===== src/rtl/hamming_enc_seq.sv =====
// Hamming (16,11) SECDED encode sequencer over the shared byte-wide data-memory port.
// Optional HAMMING_READBACK_EN adds a per-message readback/compare with a saturating mismatch counter.
module hamming_enc_seq #(
    parameter int NUM_MSG  = 15,
    parameter int SRC_BASE = 0,
    parameter int DST_BASE = 30,
    parameter int AW       = 8
) (
    input  logic          clk,
    input  logic          reset,
    input  logic          req,
    output logic          done,
    output logic          busy,
    output logic          mem_req,
    input  logic          mem_gnt,
    output logic          mem_we,
    output logic [AW-1:0] mem_addr,
    output logic [7:0]    mem_wdata,
    input  logic [7:0]    mem_rdata,
    output logic [7:0]    err_cnt
);

    // state | meaning
    // IDLE  | waiting for first req after reset
    // RD_LO | read message low byte d[8:1]
    // RD_HI | read message high byte d[11:9]
    // CALC  | load codeword register from captured bytes
    // WR_LO | write cw[7:0]
    // WR_HI | write cw[15:8], then next message or DONE
    // DONE  | job complete, done held until next req
    // RB_LO | read back cw[7:0] (readback build only)
    // RB_HI | read back cw[15:8] (readback build only)
    typedef enum logic [3:0] {
        IDLE  = 4'd0,
        RD_LO = 4'd1,
        RD_HI = 4'd2,
        CALC  = 4'd3,
        WR_LO = 4'd4,
        WR_HI = 4'd5,
        DONE  = 4'd6,
        RB_LO = 4'd7,
        RB_HI = 4'd8
    } state_t;

    typedef enum logic [1:0] {
        TAG_LO    = 2'd0,
        TAG_HI    = 2'd1,
        TAG_RB_LO = 2'd2,
        TAG_RB_HI = 2'd3
    } tag_t;

    state_t        state_q, state_d;
    logic [6:0]    idx_q, idx_d;
    logic          req_q;
    logic          rd_vld;
    tag_t          rd_tag, rd_tag_d;
    logic [7:0]    lo_byte;
    logic [2:0]    hi_bits;
    logic [2:0]    hi_eff;
    logic [15:0]   cw_q;
    logic          rd_strobe;
    logic          last_msg;
    logic [AW-1:0] src_lo, src_hi, dst_lo, dst_hi;

    function automatic logic [15:0] encode(input logic [11:1] d);
        logic p8, p4, p2, p1, p0;
        p8 = ^d[11:5];
        p4 = (^d[11:8]) ^ (^d[4:2]);
        p2 = d[11] ^ d[10] ^ d[7] ^ d[6] ^ d[4] ^ d[3] ^ d[1];
        p1 = d[11] ^ d[9] ^ d[7] ^ d[5] ^ d[4] ^ d[2] ^ d[1];
        p0 = (^d) ^ p8 ^ p4 ^ p2 ^ p1;
        return {d[11:5], p8, d[4:2], p4, d[1], p2, p1, p0};
    endfunction

    assign src_lo   = AW'(SRC_BASE + 2 * int'(idx_q));
    assign src_hi   = AW'(SRC_BASE + 2 * int'(idx_q) + 1);
    assign dst_lo   = AW'(DST_BASE + 2 * int'(idx_q));
    assign dst_hi   = AW'(DST_BASE + 2 * int'(idx_q) + 1);
    assign last_msg = (idx_q == 7'(NUM_MSG - 1));

    assign done      = (state_q == DONE);
    assign busy      = (state_q != IDLE) && (state_q != DONE);
    assign rd_strobe = mem_req && mem_gnt && !mem_we;

    // The high-byte read lands on the same edge CALC loads the codeword, so take it straight off the bus.
    assign hi_eff = (rd_vld && rd_tag == TAG_HI) ? mem_rdata[2:0] : hi_bits;

    always_comb begin
        state_d   = state_q;
        idx_d     = idx_q;
        rd_tag_d  = TAG_LO;
        mem_req   = 1'b0;
        mem_we    = 1'b0;
        mem_addr  = '0;
        mem_wdata = '0;
        case (state_q)
            IDLE, DONE: begin
                if (req_q) begin
                    idx_d   = '0;
                    state_d = RD_LO;
                end
            end
            RD_LO: begin
                mem_req  = 1'b1;
                mem_addr = src_lo;
                rd_tag_d = TAG_LO;
                if (mem_gnt) state_d = RD_HI;
            end
            RD_HI: begin
                mem_req  = 1'b1;
                mem_addr = src_hi;
                rd_tag_d = TAG_HI;
                if (mem_gnt) state_d = CALC;
            end
            CALC: begin
                state_d = WR_LO;
            end
            WR_LO: begin
                mem_req   = 1'b1;
                mem_we    = 1'b1;
                mem_addr  = dst_lo;
                mem_wdata = cw_q[7:0];
                if (mem_gnt) state_d = WR_HI;
            end
            WR_HI: begin
                mem_req   = 1'b1;
                mem_we    = 1'b1;
                mem_addr  = dst_hi;
                mem_wdata = cw_q[15:8];
                if (mem_gnt) begin
`ifdef HAMMING_READBACK_EN
                    state_d = RB_LO;
`else
                    if (last_msg) begin
                        state_d = DONE;
                    end else begin
                        idx_d   = idx_q + 7'd1;
                        state_d = RD_LO;
                    end
`endif
                end
            end
`ifdef HAMMING_READBACK_EN
            RB_LO: begin
                mem_req  = 1'b1;
                mem_addr = dst_lo;
                rd_tag_d = TAG_RB_LO;
                if (mem_gnt) state_d = RB_HI;
            end
            RB_HI: begin
                mem_req  = 1'b1;
                mem_addr = dst_hi;
                rd_tag_d = TAG_RB_HI;
                if (mem_gnt) begin
                    if (last_msg) begin
                        state_d = DONE;
                    end else begin
                        idx_d   = idx_q + 7'd1;
                        state_d = RD_LO;
                    end
                end
            end
`endif
            default: state_d = IDLE;
        endcase
    end

    always_ff @(posedge clk) begin
        if (!reset) begin
            state_q <= IDLE;
            idx_q   <= '0;
            req_q   <= 1'b0;
            rd_vld  <= 1'b0;
            rd_tag  <= TAG_LO;
            lo_byte <= '0;
            hi_bits <= '0;
            cw_q    <= '0;
        end else begin
            state_q <= state_d;
            idx_q   <= idx_d;
            req_q   <= req;
            rd_vld  <= rd_strobe;
            if (rd_strobe) rd_tag <= rd_tag_d;
            if (rd_vld && rd_tag == TAG_LO) lo_byte <= mem_rdata;
            if (rd_vld && rd_tag == TAG_HI) hi_bits <= mem_rdata[2:0];
            if (state_q == CALC) cw_q <= encode({hi_eff, lo_byte});
        end
    end

`ifdef HAMMING_READBACK_EN
    logic       accept;
    logic       rb_cmp;
    logic [7:0] rb_exp;

    assign accept = ((state_q == IDLE) || (state_q == DONE)) && req_q;
    assign rb_exp = (rd_tag == TAG_RB_LO) ? cw_q[7:0] : cw_q[15:8];
    // The final RB_HI byte is compared on the first edge in DONE; cw_q is still valid then.
    assign rb_cmp = rd_vld && ((rd_tag == TAG_RB_LO) || (rd_tag == TAG_RB_HI));

    always_ff @(posedge clk) begin
        if (!reset) begin
            err_cnt <= '0;
        end else if (accept) begin
            err_cnt <= '0;
        end else if (rb_cmp && (mem_rdata != rb_exp) && (err_cnt != 8'hFF)) begin
            err_cnt <= err_cnt + 8'd1;
        end
    end
`else
    assign err_cnt = 8'h00;
`endif

endmodule

===== config.mk =====
export PLATFORM = sky130hd
export DESIGN_NAME = hamming_enc_seq
export DESIGN_NICKNAME = d
export VERILOG_FILES = /design/src/rtl/hamming_enc_seq.sv
export SDC_FILE = /design/constraint.sdc
export NUM_CORES = 1
export LEC_CHECK = 0
export BUFFER_PORTS_ARGS = -buffer_cell sky130_fd_sc_hd__buf_2
export CORE_AREA = 2 2 57 81
export CTS_CLUSTER_DIAMETER = 60
export DETAILED_ROUTE_END_ITERATION = 16
export DIE_AREA = 0 0 59 83
export PLACE_DENSITY = 0.74
export SYNTH_ARGS = -nofsm -noshare
export SYNTH_HDL_FRONTEND = slang
export SYNTH_SLANG_ARGS = --single-unit

===== constraint.sdc =====
create_clock -name clk -period 2.7 [get_ports clk]
set_clock_uncertainty 0.15 [all_clocks]
set_input_delay 0.135 -clock clk [delete_from_list [all_inputs] [get_ports clk]]
set_output_delay 0.135 -clock clk [all_outputs]
set_load 0.05 [all_outputs]

==> results of run 1 <==
critical path: stages (launching register included):
cell and delay (ps):
dfxtp_1 370, buf_4 210, nand2b_1 210, a21oi_1 500
o21ai_0 170, o21ai_0 90, buf_2 280
per-stage QoR:
step	instances	instance area, sq um	hold WS [ps]
after detailed placement	335	2380	200
after CTS	352	2560	3.77
final	352	2560	5.71
after global placement	335	2380	190
after global routing	352	2560	22.8
after floorplan	279	2270	107
how the worst min path moves through the flow:
stage	start	end
floorplan	reset	rd_tag[0]$_SDFFE_PN0P_
global placement	req	req_q$_SDFF_PN0_
detailed placement	req	req_q$_SDFF_PN0_
CTS	mem_rdata[2]	lo_byte[2]$_SDFFE_PN0P_
global route	reset	state_q[0]$_SDFFE_PN0P_
finish	mem_rdata[2]	lo_byte[2]$_SDFFE_PN0P_
state kept, by name, summed over array words and instances (netlist names):
signal   count
hi_bits      3
req_q        1
cw_q        16
lo_byte      8
idx_q        7
rd_tag       1
state_q      3
rd_vld       1
repair_timing:
action                                  4_1_cts  5_1_grt
endpoints found under the setup margin        0        0
endpoints found under the hold margin         9        0
hold buffers                                  9        0
power by group:
part	switching (mW)	leakage (nW)	internal, mW
clock network	0.191	0.0455	0.208
logic	0.497	0.685	0.311
registers	0.0678	0.324	0.644
layer usage:
layer  vias up  wire [um]
li1        967          -
met1       881       1930
met2        34       2530
met3         4        110
met4         0         46
met5         -          0
placed cells by master (no fill, tap or decap), types with 3 or more instances in the layout:
master / Yosys / layout
dfxtp_1: 40 / 40
nor2_1: 37 / 37
nand2_1: 34 / 34
buf_2: 0 / 31
mux2i_1: 21 / 21
a21oi_1: 20 / 20
xnor2_1: 17 / 17
o21ai_0: 11 / 10
dlygate4sd3_1: 0 / 9
conb_1: 1 / 8
inv_1: 6 / 6
nand3_1: 6 / 6
clkbuf_8: 0 / 6
buf_4: 8 / 6
a211oi_1: 5 / 5
xor2_1: 5 / 5
nand2b_1: 3 / 3
o31ai_1: 3 / 3
and2_1: 3 / 3
xnor3_1: 3 / 3
ha_1: 3 / 3
cell type report:
type / instances / share of cell area [%]
Clock buffer: 8 / 3.52
Inverter: 7 / 1.03
Multi-Input combinational cell: 206 / 50.6
Sequential cell: 40 / 31.3
Tap cell: 45 / 2.20
Timing Repair Buffer: 46 / 11.3
cells by family (layout without fill, tap and decap cells):
family | after synthesis | count (layout) | synth area share (%)
and+or+nand+nor | 98 | 98 | 20.1
AOI/OAI and AO/OA | 51 | 51 | 13.8
DFF | 40 | 40 | 35.8
buffers and inverters | 33 | 61 | 7.54
xor gates and xnor gates | 25 | 25 | 11.6
muxes | 21 | 21 | 9.39
adders and majority gates | 3 | 3 | 1.68
other | 1 | 8 | 0.167
==> results.sh, run 1 <==
export IMPL_status="complete, no violations"
export IMPL_period_minus_slack_ps=2430
export IMPL_routed_via_density=5.36
export IMPL_detail_route_antenna_nets=0
export IMPL_r2r_start="state_q[1]$_SDFFE_PN0P_"
export IMPL_htreeDepth=2
export IMPL_busiest_layer="met2"
export IMPL_drc=0
export IMPL_drive_gt1_share_pct=15.6
export IMPL_synthTopCellsByCount="dfxtp_1, nor2_1, nand2_1"
export IMPL_dpl_hpwl_mm=3.50
export IMPL_utilization_pct=61.9
export IMPL_synth_top_area_share_pct=35.8
export IMPL_leakage_nw=1.05
export IMPL_layout_area_seq_sq_um=801
export IMPL_cp_max_fo=10
export IMPL_clockBufferDepth=2
export IMPL_grt_max_degree=22
export IMPL_cts_inserted_buffers=5
export IMPL_via_count=1886
export IMPL_wirelength_mm=4.62
export IMPL_pre_cts_ws_ps=335
export IMPL_grt_util_met1_pct=23.0
export IMPL_avgSynthCellArea_sq_um=8.23
export IMPL_finalPower_mw=1.92
export IMPL_use_met2_pct=36.5
export IMPL_clk_latency_ps=280
export IMPL_peakVddDrop_v=0.000412
export IMPL_finalSetupViolCount=0
export IMPL_n_fill_cell=379
export IMPL_yosys_warnings=0
export IMPL_syn_to_final_growth_pct=14.3
export IMPL_synth_seq_cells=40
export IMPL_fin_nets=321
export IMPL_post_cts_buffers=0
export IMPL_synth_edff_count=0
export IMPL_syn_area_sq_um=2240
export IMPL_timing_slew_headroom_pct=61.2
export IMPL_grt_setup_unrepaired="false"
export IMPL_grtUsageMet3_pct=3.27
export IMPL_cp_arrival_ps=2140
export IMPL_antenna_found_initial=0
export IMPL_finalCritPeriodShare_pct=89.8
export IMPL_worst_pin_slew_ps=581
export IMPL_whs_path_depth=3
export IMPL_max_freq_ghz=0.412
export IMPL_fin_tns_setup_ps=0
export IMPL_ys_flop_type="dfxtp_1"
export IMPL_startpoint_type="register"
export IMPL_drtIter0Drc=76
export IMPL_ioPinCount=40
export IMPL_setup_slack_ps=274
export IMPL_overflow=0
export IMPL_start_util_pct=54.2
export IMPL_post_cts_resized=0
export IMPL_grt_pass1_wl_mm=7.80
export IMPL_synth_most_common_cell="dfxtp_1"
export IMPL_synth_cell_types=42
export IMPL_grt_total_usage_pct=20.0
export IMPL_startpoint="state_q[0]$_SDFFE_PN0P_"
export IMPL_crit_end="mem_addr[3]"
export IMPL_postSynth_asyncResetShare_pct=0
export IMPL_cts_sinks=40
export IMPL_die_x_um=59
export IMPL_coreArea_sq_um=4130
export IMPL_grt_pass1_vias=1764
export IMPL_drt_pass1_iterations=4
export IMPL_die_area_sq_um=4900
export IMPL_tritoncts="built"
export IMPL_maxSlewViolCount=0
export IMPL_critPathKind="register to primary output"
export IMPL_netlist_instances=272
export IMPL_num_rows=28
export IMPL_io_buffer_count=31
export IMPL_place_congestion=0.850
export IMPL_die_y_um=83
export IMPL_multiInputGateArea_sq_um=1300
export IMPL_power_density_nw_per_um2=750
export IMPL_maxCapViolations=0
export IMPL_hold_class="input pin to register"
export IMPL_synth_yosys_seq_area_share_pct=35.8
export IMPL_r2r_cells=6
export IMPL_hold_viol_final=0
export IMPL_cts_reportedPaths_clkPinSlew_ps=70
export IMPL_rrSetupSlack_ps=300
export IMPL_critPathRequiredTime_ps=2410
export IMPL_avgRoutedWirePerCell_um=13.1
export IMPL_cts_root_buf="clkbuf_8"
export IMPL_ys_top_cells_by_area="dfxtp_1, mux2i_1, xnor2_1, nor2_1, nand2_1"
export IMPL_synth_largest_area_cell="dfxtp_1"
export IMPL_crit_path_end_kind="primary output"
export IMPL_diodes=0
export IMPL_r2r_end="idx_q[6]$_SDFFE_PN0P_"
(Power assumes the default switching activity.)
==> run 2, diff against run 1 <==
--- a/config.mk
+++ b/config.mk
@@ -5,11 +5,12 @@
 export SDC_FILE = /design/constraint.sdc
 export NUM_CORES = 1
 export LEC_CHECK = 0
+export ABC_AREA = 1
 export BUFFER_PORTS_ARGS = -buffer_cell sky130_fd_sc_hd__buf_2
-export CORE_AREA = 2 2 57 81
+export CORE_AREA = 2 2 59 83
 export CTS_CLUSTER_DIAMETER = 60
 export DETAILED_ROUTE_END_ITERATION = 16
-export DIE_AREA = 0 0 59 83
+export DIE_AREA = 0 0 61 85
 export PLACE_DENSITY = 0.74
 export SYNTH_ARGS = -nofsm -noshare
 export SYNTH_HDL_FRONTEND = slang
==> constraint.sdc (replaced) <==
create_clock -name clk -period 2.7 [get_ports clk]
set_clock_uncertainty 0.15 [all_clocks]
set_input_delay 0.675 -clock clk [delete_from_list [all_inputs] [get_ports clk]]
set_output_delay 0.675 -clock clk [all_outputs]
set_load 0.05 [all_outputs]
==> run 2 against run 1 <==
- hold slack better by 360 ps
- sequential share of layout area down 1.5 points
- sequential cell count unchanged
- global-route usage up 2.8 points
- sequential power up 12%
- critical endpoint is now mem_addr[7]
- largest power group unchanged
- first-iteration DRC count up 43%
- via count up 21%
==> results.sh, run 2 <==
export IMPL_grt_pass1_vias=2106
export IMPL_drive_gt1_share_pct=17.4
export IMPL_synth_seq_cells=40
export IMPL_crit_path_end_kind="primary output"
export IMPL_start_util_pct=54.0
export IMPL_hold_viol_final=0
export IMPL_cp_max_fo=5
export IMPL_ys_flop_type="dfxtp_1"
export IMPL_reg_top3="cw_q (16), lo_byte (8), idx_q (7)"
export IMPL_n_fill_cell=448
export IMPL_critPathKind="register to primary output"
export IMPL_mostFrequentLayoutCell="nand2_1"
export IMPL_layout_area_seq_sq_um=802
export IMPL_synth_edff_count=0
export IMPL_top_register="cw_q"
export IMPL_r2r_start="state_q[2]$_SDFFE_PN0P_"
export IMPL_drtIter0Drc=109
export IMPL_netlist_instances=355
export IMPL_ys_top_cells_by_area="dfxtp_1, nand2_1, inv_1, o21ai_0, a21oi_1"
export IMPL_routed_via_density=5.12
export IMPL_worst_pin_slew_ps=683
export IMPL_htreeDepth=2
export IMPL_timing_slew_headroom_pct=54.4
export IMPL_final_cell_mix="nand2_1, inv_1, dfxtp_1"
export IMPL_r2r_end="idx_q[6]$_SDFFE_PN0P_"
export IMPL_cts_root_buf="clkbuf_8"
export IMPL_finalSetupViolCount=0
export IMPL_synth_cell_types=36
export IMPL_die_y_um=85
export IMPL_postSynth_asyncResetShare_pct=0
export IMPL_die_x_um=61
export IMPL_startpoint_type="register"
export IMPL_utilization_pct=60.4
export IMPL_tritoncts="built"
export IMPL_cts_reportedPaths_clkPinSlew_ps=80
export IMPL_synth_largest_area_cell="dfxtp_1"
export IMPL_synth_top_area_share_pct=33.2
export IMPL_syn_area_sq_um=2410
export IMPL_avgRoutedWirePerCell_um=12.1
export IMPL_overflow=0
export IMPL_grt_max_degree=24
export IMPL_maxSlewViolCount=0
export IMPL_io_buffer_count=31
export IMPL_antenna_found_initial=0
export IMPL_status="complete, no violations"
export IMPL_num_rows=29
export IMPL_diodes=0
export IMPL_detail_route_antenna_nets=0
export IMPL_finalInstanceArea_sq_um=2690
export IMPL_finalCritPeriodShare_pct=94.6
export IMPL_yosys_warnings=0
export IMPL_synthTopCellsByCount="nand2_1, inv_1, dfxtp_1"
export IMPL_place_congestion=0.882
export IMPL_max_freq_ghz=0.392
export IMPL_cts_sinks=40
export IMPL_finalPower_mw=2.46
export IMPL_maxCapViolations=0
export IMPL_drt_pass1_iterations=4
export IMPL_via_count=2287
export IMPL_dpl_hpwl_mm=4.15
export IMPL_syn_to_final_growth_pct=11.7
export IMPL_synth_yosys_seq_area_share_pct=33.2
export IMPL_synth_most_common_cell="nand2_1"
export IMPL_period_minus_slack_ps=2550
export IMPL_min_from="lo_byte[2]$_SDFFE_PN0P_"
export IMPL_wirelength_mm=5.42
export IMPL_hold_end="cw_q[6]$_SDFFE_PN0P_"
export IMPL_fin_nets=399
export IMPL_multiInputGateArea_sq_um=1330
export IMPL_drc=0
export IMPL_hold_class="register to register"
export IMPL_grt_total_usage_pct=22.8
export IMPL_leakage_nw=1.36
export IMPL_cts_inserted_buffers=5
export IMPL_largest_reg_flops=16
export IMPL_clk_latency_ps=290
export IMPL_coreArea_sq_um=4460
export IMPL_ioPinCount=40
export IMPL_peakVddDrop_v=0.000454
export IMPL_power_density_nw_per_um2=911
export IMPL_placed_area_sq_um=2580
export IMPL_grt_pass1_wl_mm=9.06
export IMPL_critPathRequiredTime_ps=1880
export IMPL_avgSynthCellArea_sq_um=6.79
export IMPL_r2r_cells=10
export IMPL_die_area_sq_um=5190
export IMPL_cp_arrival_ps=1730
export IMPL_clockBufferDepth=2
export IMPL_post_cts_buffers=0
export IMPL_grt_setup_unrepaired="false"
export IMPL_whs_path_depth=2
export IMPL_rrSetupSlack_ps=720
-- run 2: cell types whose count changed in the layout (fill, tap and decap cells not counted), moves of 5 or more --
cell	change
dlygate4sd3_1	-9
a21oi_1	+6
inv_1	+43
nand3_1	+18
a32o_1	+5
nand2_1	+41
o21ai_0	+21
nand2_2	+5
mux2i_1	-21
nor2_1	-10
xnor2_1	-12
-- run 2: timing repair --
item / 4_1_cts / 5_1_grt
gates resized for setup: 0 / 7
setup endpoints to repair: 0 / 16
hold buffers: 0 / 0
-- run 2: stage by stage --
step / setup WS [ps] / instances / setup TNS, ps / hold WS [ps]
after floorplan: -143 / 362 / -568 / 304
after CTS: 33.9 / 447 / 0 / 360
final: 147 / 447 / 0 / 363
after global placement: 361 / 439 / 0 / 348
after global routing: 6.23 / 447 / 0 / 385
after detailed placement: 334 / 439 / 0 / 356
-- run 2: how the worst max path moves through the flow --
stage	startpoint	endpoint	slack, ps	cells after the start
6_report	idx_q[0]$_SDFFE_PN0P_	mem_addr[7]	150	7
5_1_grt	idx_q[0]$_SDFFE_PN0P_	mem_addr[7]	6	7
4_1_cts	state_q[2]$_SDFFE_PN0P_	mem_wdata[7]	30	5
3_5_place_dp	state_q[2]$_SDFFE_PN0P_	cw_q[4]$_SDFFE_PN0P_	330	4
3_3_place_gp	state_q[2]$_SDFFE_PN0P_	mem_addr[4]	360	6
2_1_floorplan	state_q[2]$_SDFFE_PN0P_	mem_addr[3]	-140	5
-- run 2: cell families after synthesis --
| group | after synthesis | share of synthesized area [%] |
|---|---|---|
| flops | 40 | 33.2 |
| fa+ha+maj | 3 | 1.56 |
| buf+inv | 71 | 13.3 |
| xor+xnor | 13 | 4.72 |
| other cells | 1 | 0.156 |
| compound gates | 78 | 18.7 |
| simple gates | 149 | 28.3 |
-- run 2: critical path, cell delays in order (launching register included) --
cell      delay (ps)
dfxtp_1          390
inv_1            120
ha_2             240
a21oi_1          180
xor2_1           160
a22oi_1           70
inv_1             60
clkbuf_4         220
-- run 2: power breakdown --
group          switching, mW  internal, mW  total, mW
sequential             0.109         0.691      0.800
combinational          0.877         0.363       1.24
clock                  0.211         0.204      0.415
total                   1.20          1.26       2.46
-- run 2: area by class of cell --
type / instances / area share, %
tap: 62 / 2.88
timing repair buffer: 34 / 6.87
sequential: 40 / 29.8
clock inverter: 2 / 0.372
clock buffer: 6 / 3.07
inverter: 52 / 7.52
multi-input combinational: 251 / 49.5
-- run 2: per-layer routing --
layer	vias up	GRT usage [%]	wire (um)
met2	47	41.1	2910
met3	19	3.81	150
met5	-	0	0
li1	1196	-	-
met1	1025	25.0	2200
met4	0	10.1	168
